<file path="config.mk">
export PLATFORM = sky130hd
export DESIGN_NAME = encode_ctrl
export DESIGN_NICKNAME = d
export VERILOG_FILES = /design/src/rtl/encode_ctrl.sv
export SDC_FILE = /design/constraint.sdc
export NUM_CORES = 1
export LEC_CHECK = 0
export ABC_AREA = 1
export BUFFER_PORTS_ARGS = -buffer_cell sky130_fd_sc_hd__buf_2
export CAP_MARGIN = 20
export CORE_AREA = 2 2 311 313
export CTS_BUF_LIST = sky130_fd_sc_hd__clkbuf_16
export CTS_CLUSTER_DIAMETER = 200
export DETAILED_ROUTE_END_ITERATION = 10
export DIE_AREA = 0 0 313 315
export GPL_TIMING_DRIVEN = 0
export HOLD_SLACK_MARGIN = 0.15
export PLACE_DENSITY = 0.39
export SYNTH_ARGS = -nofsm -noshare
export SYNTH_HDL_FRONTEND = slang
export SYNTH_SLANG_ARGS = --single-unit
</file>
<file path="constraint.sdc">
create_clock -name clk -period 12.9 [get_ports clk]
set_clock_uncertainty 0.15 [all_clocks]
set_input_delay 2.58 -clock clk [delete_from_list [all_inputs] [get_ports clk]]
set_output_delay 2.58 -clock clk [all_outputs]
set_load 0.005 [all_outputs]
</file>
<file path="src/rtl/encode_ctrl.sv">
// rtl/encode_ctrl.sv - sequencer and parity accumulator for the 256-bit circulant LDPC encode cell
module encode_ctrl #(
    parameter int NUM_BLK = 32,
    parameter int BLK_B   = 32,
    parameter int ADDR_W  = 5
) (
    input  logic              clk,
    input  logic              rst,
    input  logic              start,
    output logic              busy,
    input  logic [7:0]        msg_data,
    input  logic              msg_valid,
    output logic              msg_ready,
    output logic [7:0]        d_in,
    output logic              rst_c,
    output logic              en_G,
    output logic              load_G,
    output logic              en_L,
    output logic [ADDR_W-1:0] addrROM,
    output logic [255:0]      L_cell,
    input  logic [255:0]      L_in,
    output logic [255:0]      par_data,
    output logic              par_valid,
    input  logic              par_ready
);

    typedef enum logic [2:0] {IDLE, CLR, LOAD, DATA, DONE} state_t;

    localparam logic [4:0]        BYTE_LAST = 5'(BLK_B - 1);
    localparam logic [ADDR_W-1:0] BLK_LAST  = ADDR_W'(NUM_BLK - 1);

    state_t            state, state_nx;
    logic [255:0]      par_q;
    logic [ADDR_W-1:0] blk;
    logic [4:0]        byte_cnt;
    logic              hs, last_byte, last_blk;

    assign hs        = (state == DATA) && msg_valid;
    assign last_byte = (byte_cnt == BYTE_LAST);
    assign last_blk  = (blk == BLK_LAST);

    always_ff @(posedge clk or posedge rst) begin
        if (rst) begin
            state    <= IDLE;
            par_q    <= '0;
            blk      <= '0;
            byte_cnt <= '0;
        end else begin
            state <= state_nx;
            case (state)
                CLR: begin
                    par_q <= '0;
                    blk   <= '0;
                end
                LOAD: byte_cnt <= '0;
                DATA: begin
                    // Without a handshake nothing moves, so a stalled source never corrupts parity.
                    if (hs) begin
                        par_q    <= L_in;
                        byte_cnt <= byte_cnt + 5'd1;
                        if (last_byte && !last_blk)
                            blk <= blk + ADDR_W'(1);
                    end
                end
                default: ;
            endcase
        end
    end

    always_comb begin
        state_nx  = state;
        busy      = 1'b1;
        msg_ready = 1'b0;
        d_in      = 8'h00;
        rst_c     = 1'b1;
        en_G      = 1'b0;
        load_G    = 1'b0;
        en_L      = 1'b0;
        addrROM   = '0;
        par_valid = 1'b0;
        case (state)
            IDLE: begin
                busy = 1'b0;
                if (start)
                    state_nx = CLR;
            end
            CLR: begin
                rst_c    = 1'b0;
                state_nx = LOAD;
            end
            LOAD: begin
                en_G     = 1'b1;
                load_G   = 1'b1;
                addrROM  = blk;
                state_nx = DATA;
            end
            DATA: begin
                msg_ready = 1'b1;
                d_in      = msg_data;
                addrROM   = blk;
                en_G      = msg_valid;
                en_L      = msg_valid;
                if (hs && last_byte)
                    state_nx = last_blk ? DONE : LOAD;
            end
            DONE: begin
                par_valid = 1'b1;
                if (par_ready)
                    state_nx = IDLE;
            end
            default: state_nx = IDLE;
        endcase
    end

    assign L_cell   = par_q;
    assign par_data = par_q;

endmodule

</file>
# After elaboration in Yosys (flattened, before gate mapping)
# Cells that the tools add are included.
# totals
reg_bits	269
in_bits	269
out_inout_bits	532
word_cells	50
# op_classes
add_sub_neg	2
eq_ne	11
mux	21
reduce_logical	12
# ops
op	n
256-bit one-hot mux with 2 select lines	1
256-bit 2-to-1 mux	1
5-bit 2-to-1 mux	4
5-bit one-hot mux with 2 select lines	2
3-bit one-hot mux with 5 select lines	1
3-bit 2-to-1 mux	4
5-bit by 1-bit adder with 5-bit output (second input constant)	2
5-bit equality test (second input constant)	2
8-bit 2-to-1 mux	1
3-bit by 2-bit equality test with 1-bit output (second input constant)	2
1-bit 2-to-1 mux	6
2-bit != test (second input constant)	3
3-bit AND reduction	2
2-bit by 1-bit != test with 1-bit output (second input constant)	2
2-bit AND reduction	2
2-bit nonzero test	2
3-bit by 1-bit equality test with 1-bit output (second input constant)	1
3-bit equality test (second input constant)	1
1-bit logical AND	3
3-bit logical NOT	1
1-bit one-hot mux with 2 select lines	1
2-bit OR reduction	1
1-bit logical NOT	1

# Longest topological paths before layout
# Gate-level depths: netlist of run 1.
# depth
word_depth	6
ltp_mapped	10
ltp_nobuf	10

# Least setup slack after synthesis of run 1
# Ideal clock, no wire load.
# synth_path
kind	input -> output
startpoint	input port msg_valid
endpoint	output port en_L
arrival_time_ps	2921
t_required_ps	10170
setup_slack_ps	7249
cell_stages	3
n_path_buf	1
path_cell_list	nand2_4 -> inv_2 -> buf_2
# synth_via
elab_chain_len	1
# synth_rtl
element	line_no	source
start: declaration	12	input logic msg_valid,
1-bit 2-to-1 mux	81	case (state)
end: declaration	18	output logic en_L,
# No other way between the ends.

# Worst setup path after layout of run 1
# Same ends and word-level chain as after synthesis.

==> results of run 1 <==
## per-layer routing
metal	part of all wire (%)	up-vias	GRT usage, %	routed length (um)
li1	-	6148	-	-
met5	0.023	-	0	13
met4	2.3	2	3.33	1310
met3	5.7	58	2.35	3280
met2	50	435	19.2	29000
met1	42	5851	13.6	24200
## synth_stat cells, types with 4 or more instances
cell	instances	area (um^2)
buf_1	5	18.8
buf_2	30	150
buf_4	275	2060
clkbuf_1	26	97.6
dfrtp_1	269	6730
ha_1	4	50.1
inv_1	22	82.6
nand2_1	545	2050
nand3_1	268	1340
nand4_1	5	31.3
nor2_1	22	82.6
o21ai_0	4	20.0
## kinds of logic after synthesis
group / share of synthesized area [%]
simple gates: 27.6
buf+inv: 19.3
flops: 52.4
compound gates: 0.214
fa+ha+maj: 0.390
xor+xnor: 0.0682
mux: 0.0779
## power breakdown
| part | switching, uW | total [uW] | internal, uW |
|---|---|---|---|
| sequential | 401 | 1620 | 1220 |
| combinational | 1110 | 2290 | 1190 |
| clock | 394 | 950 | 556 |
## final cells by class
cell class                 instances  area [um^2]
multi-input combinational        856         3640
buffer                           342         2390
timing repair buffer             802         4060
tap                             1276         1600
fill                           10907        76100
clock inverter                    26          160
antenna                            3         7.51
inverter                          23         93.8
sequential                       269         6730
clock buffer                      37          926
## final timing paths
kind | startpoint | endpoint | cells after the start
worst min-delay path | byte_cnt[4] | byte_cnt[4] | 2
worst max-delay path | msg_valid | en_L | 5
worst min register to register | byte_cnt[4] | byte_cnt[4] | 2
max in group asynchronous | rst | L_cell[65] | 3
worst max register to register | state[0] | L_cell[159] | 7
min in group asynchronous | rst | L_cell[171] | 2
## through the flow
step                      utilization (%)  instances  instance area, um^2  worst slack, ps  hold slack, ps
after CTS                            20.5       3631                19600             6450             338
after detailed placement             19.3       3568                18500             6450             319
final                                20.5       3634                19600             6530             339
after floorplan                         -       1490                12800             2760             298
after global routing                 20.5       3634                19600             6430             359
after global placement               19.3       3566                18400            -1630             320
## worst min-delay path, cell delays in order (launching register included)
cell and delay, ps:
dfrtp_1 350, nand2_1 60, nand2_1 50
## flip-flops by register name, indices dropped and copies added (netlist names)
signal    flops
state         3
byte_cnt      5
L_cell      256
blk           5
==> flow_metrics.tcl, run 1 <==
set metrics [dict create \
    max_freq_mhz 157 \
    clkSlewWorstSetupHoldPaths_ps 50 \
    rows 114 \
    clock_latency_ps 530 \
    viasPerCell 3.44 \
    cp_slowest_cell "inv_2" \
    yosysWarningCount 0 \
    fin_crit_sh_pct 49.3 \
    final_antenna_net_count 0 \
    portBuffers 800 \
    synth-edff-count 0 \
    htreeDepth 2 \
    worstPathRequired_ps 10170 \
    relSlewSlack_pct 43.7 \
    drv_slew 0 \
    synth_seq_cells 269 \
    grt_max_degree 108 \
    io_pins 801 \
    cts_hold_buf 0 \
    grt_pass1_vias 12113 \
    path_cells "buf_2 -> nand2_4 -> inv_2 -> buf_2 -> buf_2" \
    finalSetupTns_ps 0 \
    syn_to_final_growth_pct 52.6 \
    initial_core_util_pct 13.4 \
    cts_made_buffers 36 \
    crit_top_cell "buf_2" \
    cts_tree "yes" \
    cts_setup_buffers 0 \
    tightest_slew_ps 843 \
    finalCriticalPeriod_ps 6370 \
    status "finished clean" \
    avgSynthCellArea_um2 8.62 \
    start_kind "input port" \
    clk_path_buf_depth 3 \
    critPathMaxFanout 10 \
    grt_use_total_pct 11.1 \
    critPathMaxStageDelay_ps 310 \
    power_uw 4860 \
    drive_above_1_share_pct 49.3 \
    die_area_mm2 0.0986 \
    ir_drop_mv 0.0802 \
    p_leak_uw 0.0119 \
    ys_types 23 \
    mostFrequentLayoutCell "buf_2" \
    critical_path.top_delay_family "buffers and inverters" \
    critPathArrivalTime_ps 3640 \
    crit_buf_inv 4 \
    regToRegSetupSlack_ps 10240 \
    async_reset_ff_share_pct 100 \
    die_w_um 313 \
    finalHoldViolCount 0 \
    yosysSeqAreaShare_pct 52.4 \
    nNetsFinal 2603 \
    syn-cell-area_mm2 0.0128 \
    setup_viol 0 \
    core_area_mm2 0.0957 \
    path_class "input port to output port" \
    die_h_um 315 \
    grt_antenna_before_repair 4 \
    maxCapViolCount 0 \
    grt_pass1_wl_mm 81.9 \
    cts_resized 0 \
    num_vias 12494 \
    overflow 0 \
    rsz0062_at_grt "no" \
    clock_sinks 269 \
    syn_inst 1490 \
    hpwl_mm 45.8 \
    final_cell_mix "buf_2 (830), nand2_1 (545), buf_4 (275)" \
    worstSetupEndpointType "output port" \
    drc 0 \
    ys.flop_type "dfrtp_1" \
    synth.net_count 1763 \
    power_density_mw_per_mm2 248 \
    root_buffer "clkbuf_16" \
    hp-class "flop to flop" \
    wire_per_inst_um 15.9 \
    drt_iter0_drc 662 \
    gp_congestion 0.795 \
    drt_wl_total_mm 57.8 \
    dr.pass1.iters 5 \
]
Note: power is estimated with default switching activity, not from simulation.
==> run 2: changes to the inputs <==
- ABC_AREA: 1 -> 0
- CORE_AREA: 2 2 311 313 -> 2 2 314 316
- DIE_AREA: 0 0 313 315 -> 0 0 316 318
- clock period: 12.9 -> 6.4 ns (I/O delays scaled with it)
==> run 2 against run 1 <==
Compared with the run above: flip-flop and latch count unchanged; wire length up 6.1%; register-to-register slack worse by 6200 ps; power up 5.6%; die area up 1.9%; global-route usage up 0.62 points; worst hold slack better by 9.2 ps; worst setup slack worse by 4100 ps; first-iteration DRC count down 3.6%; clock power up 100%; sequential power up 30%.
==> flow_metrics.tcl, run 2 <==
set metrics [dict create \
    status "finished clean" \
    final_antenna_net_count 0 \
    critPathArrivalTime_ps 2550 \
    yosysMostFrequentCell "nand2_1" \
    synth.area.top_cells "dfrtp_1 (52%), buf_4 (15%), nand2_1 (15%), o21ai_1 (8.6%), buf_6 (3.8%)" \
    syn-cell-area_mm2 0.0130 \
    path_cells "buf_2 -> and4b_1 -> buf_2 -> buf_4 -> buf_2 -> buf_2" \
    pre_cts_ws_ps 2330 \
    viasPerCell 3.44 \
    finalHoldViolCount 0 \
    final_cell_mix "buf_2 (810), nand2_1 (522), dfrtp_1 (269)" \
    clock_latency_ps 550 \
    crit_buf_inv 5 \
    synth-edff-count 0 \
    combPwrFrac_pct 22.1 \
    synth.net_count 1733 \
    drt_iter0_drc 638 \
    die_w_um 316 \
    finalCriticalPeriod_ps 3980 \
    layout_setup_ws_ps 2420 \
    ys.flop_type "dfrtp_1" \
    syn_inst 1460 \
    drv_slew 0 \
    cts_tree "yes" \
    core_area_mm2 0.0974 \
    gp_congestion 0.795 \
    worstPathRequired_ps 4970 \
    p_leak_uw 0.0109 \
    grt_antenna_before_repair 8 \
    grt_pass1_vias 12213 \
    rows 115 \
    ir_drop_mv 0.137 \
    p_int_uw 3620 \
    cts_hold_buf 0 \
    maxCapViolCount 0 \
    num_vias 12459 \
    max_freq_mhz 251 \
    place_area_mm2 0.0188 \
    power_density_mw_per_mm2 257 \
    nNetsFinal 2581 \
    grt_pass1_wl_mm 86.2 \
    crit_top_cell "buf_2" \
    grt_max_degree 39 \
    synth_seq_cells 269 \
    synth_top_area_share_pct 51.7 \
    die_area_mm2 0.100 \
    final_area_mm2 0.0199 \
    io_pins 801 \
    avgSynthCellArea_um2 8.92 \
    worstSetupEndpointType "output port" \
    cts_resized 0 \
    initial_core_util_pct 13.4 \
    yosys.area.top_type "dfrtp_1" \
    setup_viol 0 \
    p_sw_share_pct 29.5 \
    regToRegSetupSlack_ps 4070 \
    final_core_util_pct 20.5 \
    critical_path.top_delay_family "buffers and inverters" \
    critPathMaxStageDelay_ps 300 \
    drt_wl_total_mm 61.3 \
    clkSlewWorstSetupHoldPaths_ps 50 \
    cts_setup_buffers 0 \
    tightest_slew_ps 1080 \
    finalSetupTns_ps 0 \
    start_kind "input port" \
    async_reset_ff_share_pct 100 \
    clk_path_buf_depth 3 \
    hpwl_mm 49.0 \
    overflow 0 \
    synth_commonest_cells "nand2_1 (522), dfrtp_1 (269), buf_4 (261)" \
    htreeDepth 2 \
    relSlewSlack_pct 28.1 \
    largest_reg_flops 256 \
    dr.pass1.iters 5 \
    drc 0 \
    drive_above_1_share_pct 50.2 \
    power_uw 5140 \
    syn_to_final_growth_pct 53.1 \
    cts_made_buffers 36 \
    critPathMaxFanout 10 \
    grt_use_total_pct 11.7 \
    ys_types 32 \
    clock_sinks 269 \
    p_seq_share_pct 40.8 \
    yosysWarningCount 0 \
    wire_per_inst_um 16.9 \
    fin_crit_sh_pct 62.2 \
    mostFrequentLayoutCell "buf_2" \
    p_clk_share_pct 37.0 \
    rsz0062_at_grt "no" \
    p_switching_uw 1520 \
    die_h_um 318 \
    hp-class "flop to flop" \
    path_class "input port to output port" \
    root_buffer "clkbuf_16" \
    portBuffers 800 \
    yosysSeqAreaShare_pct 51.7 \
    cp_slowest_cell "buf_2" \
]
==> run 2: changes by cell type in the layout (fill, tap and decap cells not counted), sizes merged, moves of 13 or more <==
cell   delta
inv      -17
and2     +13
nand2    -25
nor2     -18
nand3   -265
buf      +13
o21ai   +259
==> run 2: cell type report <==
class                   instances  area [um^2]
diodes                          4         10.0
plain buffers                 346         2620
clock buffers                  38          951
clock inverters                23          139
fillers                     10975        77500
inverters                       7         30.0
multi-input cells             838         3650
flip-flops and latches        269         6730
well taps                    1287         1610
repair buffers                810         4210
==> run 2: routing by layer <==
layer | track usage, % | routed length [um] | vias up
li1 | - | - | 6108
met1 | 14.4 | 25500 | 5820
met2 | 20.4 | 30700 | 471
met3 | 2.41 | 3750 | 60
met4 | 3.12 | 1340 | 0
met5 | 0 | 0 | -
==> run 2: cell families (layout without fill, tap and decap cells) <==
logic type      Yosys count  in the layout  synth area share [%]
mux                       5              5                 0.384
other cells               0              4                     0
fa+ha+maj                 4              4                 0.384
simple gates            559            559                  16.8
compound gates          270            270                  10.5
flops                   269            269                  51.7
buf+inv                 353           1224                  20.3
==> run 2: path summary, 6_finish.rpt <==
path                                 from  cells past startpoint           to
worst max-delay path            msg_valid                      6         en_L
min in group asynchronous             rst                      2  L_cell[207]
max in group asynchronous             rst                      7   L_cell[78]
worst min-delay path               blk[3]                      1       blk[3]
worst max register to register   state[2]                      6   L_cell[44]
worst min register to register     blk[3]                      1       blk[3]
==> run 2: through the flow <==
step                      instances  hold slack, ps
after CTS                      3618             352
after detailed placement       3557             343
after global placement         3547             336
final                          3622             348
after global routing           3621             395
after floorplan                1460             304
==> run 2: power by group through the flow <==
stage,sequential (uW),combinational [uW],clock [uW]
4_1_cts,2110,1160,2000
3_3_place_gp,2140,1150,0
6_report,2100,1140,1900
2_1_floorplan,2070,568,0
3_5_place_dp,2130,1160,0
5_1_grt,2130,1270,2060
==> run 3: changes to the inputs <==
- ABC_AREA: 0 -> 1
- CORE_AREA: 2 2 314 316 -> 2 2 311 313
- DIE_AREA: 0 0 316 318 -> 0 0 313 315
- clock period: 6.4 -> 3.8 ns (I/O delays scaled with it)
==> run 3 against run 2 <==
Compared with the run above: utilization is 0.068 points higher; first-iteration DRC count rose by 1.6%; worst hold slack worse by 78 ps; global-route usage is 0.36 points lower; power grew to 3.2 times the previous value; wire length down 3.7%; register-to-register slack got worse by 3000 ps; flip-flop and latch count did not move; via count is 1.5% higher; critical endpoint is now rst_c; largest cell class is now flip-flops and latches; largest power group is now combinational cells; highest routed layer is now met5.
==> flow_metrics.tcl, run 3 (synthesis gave the netlist of run 1 again) <==
set metrics [dict create \
    status "finished clean" \
    power_density_mw_per_mm2 834 \
    crit_start "state[0]" \
    p_switching_uw 6430 \
    max_freq_mhz 306 \
    regToRegSetupSlack_ps 1110 \
    cts_setup_buffers 0 \
    htreeDepth 2 \
    start_kind "flop" \
    critPathArrivalTime_ps 2360 \
    holdCritStartpoint "L_in[194]" \
    final_core_util_pct 20.5 \
    p_leak_uw 0.0119 \
    finalHoldViolCount 0 \
    final_cell_mix "buf_2 (830), nand2_1 (545), buf_4 (275)" \
    ir_drop_mv 0.263 \
    worstSetupEndpointType "output port" \
    drv_slew 0 \
    grt_pass1_vias 12218 \
    finalSetupTns_ps 0 \
    die_w_um 313 \
    core_area_mm2 0.0957 \
    largest_reg_flops 256 \
    path_class "flop to output port" \
    combPwrFrac_pct 47.3 \
    hold_slack_ps 271 \
    clock_sinks 269 \
    drc 0 \
    portBuffers 800 \
    dr.pass1.iters 4 \
    wire_per_inst_um 16.2 \
    p_int_uw 9970 \
    gp_congestion 0.786 \
    clock_latency_ps 530 \
    tightest_slew_ps 806 \
    grt_use_total_pct 11.3 \
    setup_viol 0 \
    drt_wl_total_mm 59.0 \
    timing.rr.start "state[0]" \
    mostFrequentLayoutCell "buf_2" \
    clkSlewWorstSetupHoldPaths_ps 60 \
    layout_setup_ws_ps 533 \
    num_vias 12645 \
    hold-path-endpoint "L_cell[194]" \
    grt_max_degree 38 \
    p_sw_share_pct 39.2 \
    relSlewSlack_pct 46.1 \
    grt_antenna_before_repair 7 \
    r2r-end "L_cell[153]" \
    p_seq_share_pct 33.7 \
    rows 114 \
    viasPerCell 3.48 \
    cts_made_buffers 37 \
    clk_path_buf_depth 3 \
    root_buffer "clkbuf_16" \
    initial_core_util_pct 13.4 \
    io_pins 801 \
    reg2reg_depth 7 \
    fin_crit_sh_pct 86.0 \
    grt_pass1_wl_mm 83.1 \
    finalCriticalPeriod_ps 3270 \
    worstPathRequired_ps 2890 \
    die_area_mm2 0.0986 \
    maxCapViolCount 0 \
    min_path_cells 3 \
    final_antenna_net_count 0 \
    drive_above_1_share_pct 49.4 \
    fillerInstances 10877 \
    die_h_um 315 \
    overflow 0 \
    rsz0062_at_grt "no" \
    drt_iter0_drc 648 \
    syn_to_final_growth_pct 53.1 \
    hp-class "input port to flop" \
    pre_cts_ws_ps 833 \
    cts_tree "yes" \
    p_clk_share_pct 19.0 \
    nNetsFinal 2611 \
    critPathMaxFanout 10 \
    hpwl_mm 47.4 \
]
==> run 3: changes by cell type in the layout (fill, tap and decap cells not counted), moves of 14 or more <==
cell	previous run	this run
nand3_1	3	268
o21ai_1	224	0
buf_6	44	3
o21ai_0	39	4
nand2_1	522	545
buf_2	810	830
inv_1	16	34
nor2_1	5	22
buf_4	261	275
==> run 3: worst max-delay path: stages (launching register included) <==
cell	delay, ps
dfrtp_1	440
inv_1	100
nor2_1	60
nand2_1	600
clkbuf_1	420
buf_2	200
==> run 3: through the flow <==
step / cell area, um^2 / power, uW / instances
2_1_floorplan: 12800 / 9250 / 1490
3_3_place_gp: 18400 / 13500 / 3566
3_5_place_dp: 18600 / 13600 / 3574
4_1_cts: 19700 / 16800 / 3633
5_1_grt: 19700 / 17700 / 3636
6_report: 19700 / 16400 / 3637
==> run 3: final cells by class <==
type | instances | area (um^2) | share of cell area [%]
clock buffers | 37 | 926 | 4.71
multi-input cells | 856 | 3640 | 18.5
flip-flops and latches | 269 | 6730 | 34.2
plain buffers | 342 | 2390 | 12.1
clock inverters | 21 | 110 | 0.560
inverters | 23 | 90.1 | 0.458
well taps | 1276 | 1600 | 8.12
diodes | 4 | 10.0 | 0.0509
repair buffers | 809 | 4170 | 21.2
==> run 3: timing repair <==
item                      CTS  global route
hold buffers                1             0
hold endpoints to repair    8             0
gates resized for setup     0             0
==> run 3: worst max-delay path by stage <==
| stage | to | slack [ps] | cells after the start |
|---|---|---|---|
| 2_1_floorplan | L_cell[0] | -660 | 1 |
| 3_3_place_gp | L_cell[216] | -3060 | 2 |
| 3_5_place_dp | L_cell[151] | 830 | 7 |
| 4_1_cts | rst_c | 270 | 5 |
| 5_1_grt | rst_c | 240 | 5 |
| 6_report | rst_c | 530 | 5 |
==> run 3: per-layer routing <==
metal  up-vias  share of wire [%]  GRT usage, %
met4         6                2.3          3.50
met3        67                6.3          2.44
met5         -              0.069             0
li1       6165                  -             -
met2       459                 51          20.0
met1      5948                 40          13.6
==> run 3: power groups by stage <==
| stage | Clock (uW) | Sequential, uW | Combinational, uW |
|---|---|---|---|
| floorplan | 0 | 5170 | 4090 |
| global placement | 0 | 5610 | 7940 |
| detailed placement | 0 | 5610 | 7940 |
| CTS | 3290 | 5590 | 7950 |
| global route | 3370 | 5730 | 8630 |
| finish | 3120 | 5530 | 7760 |
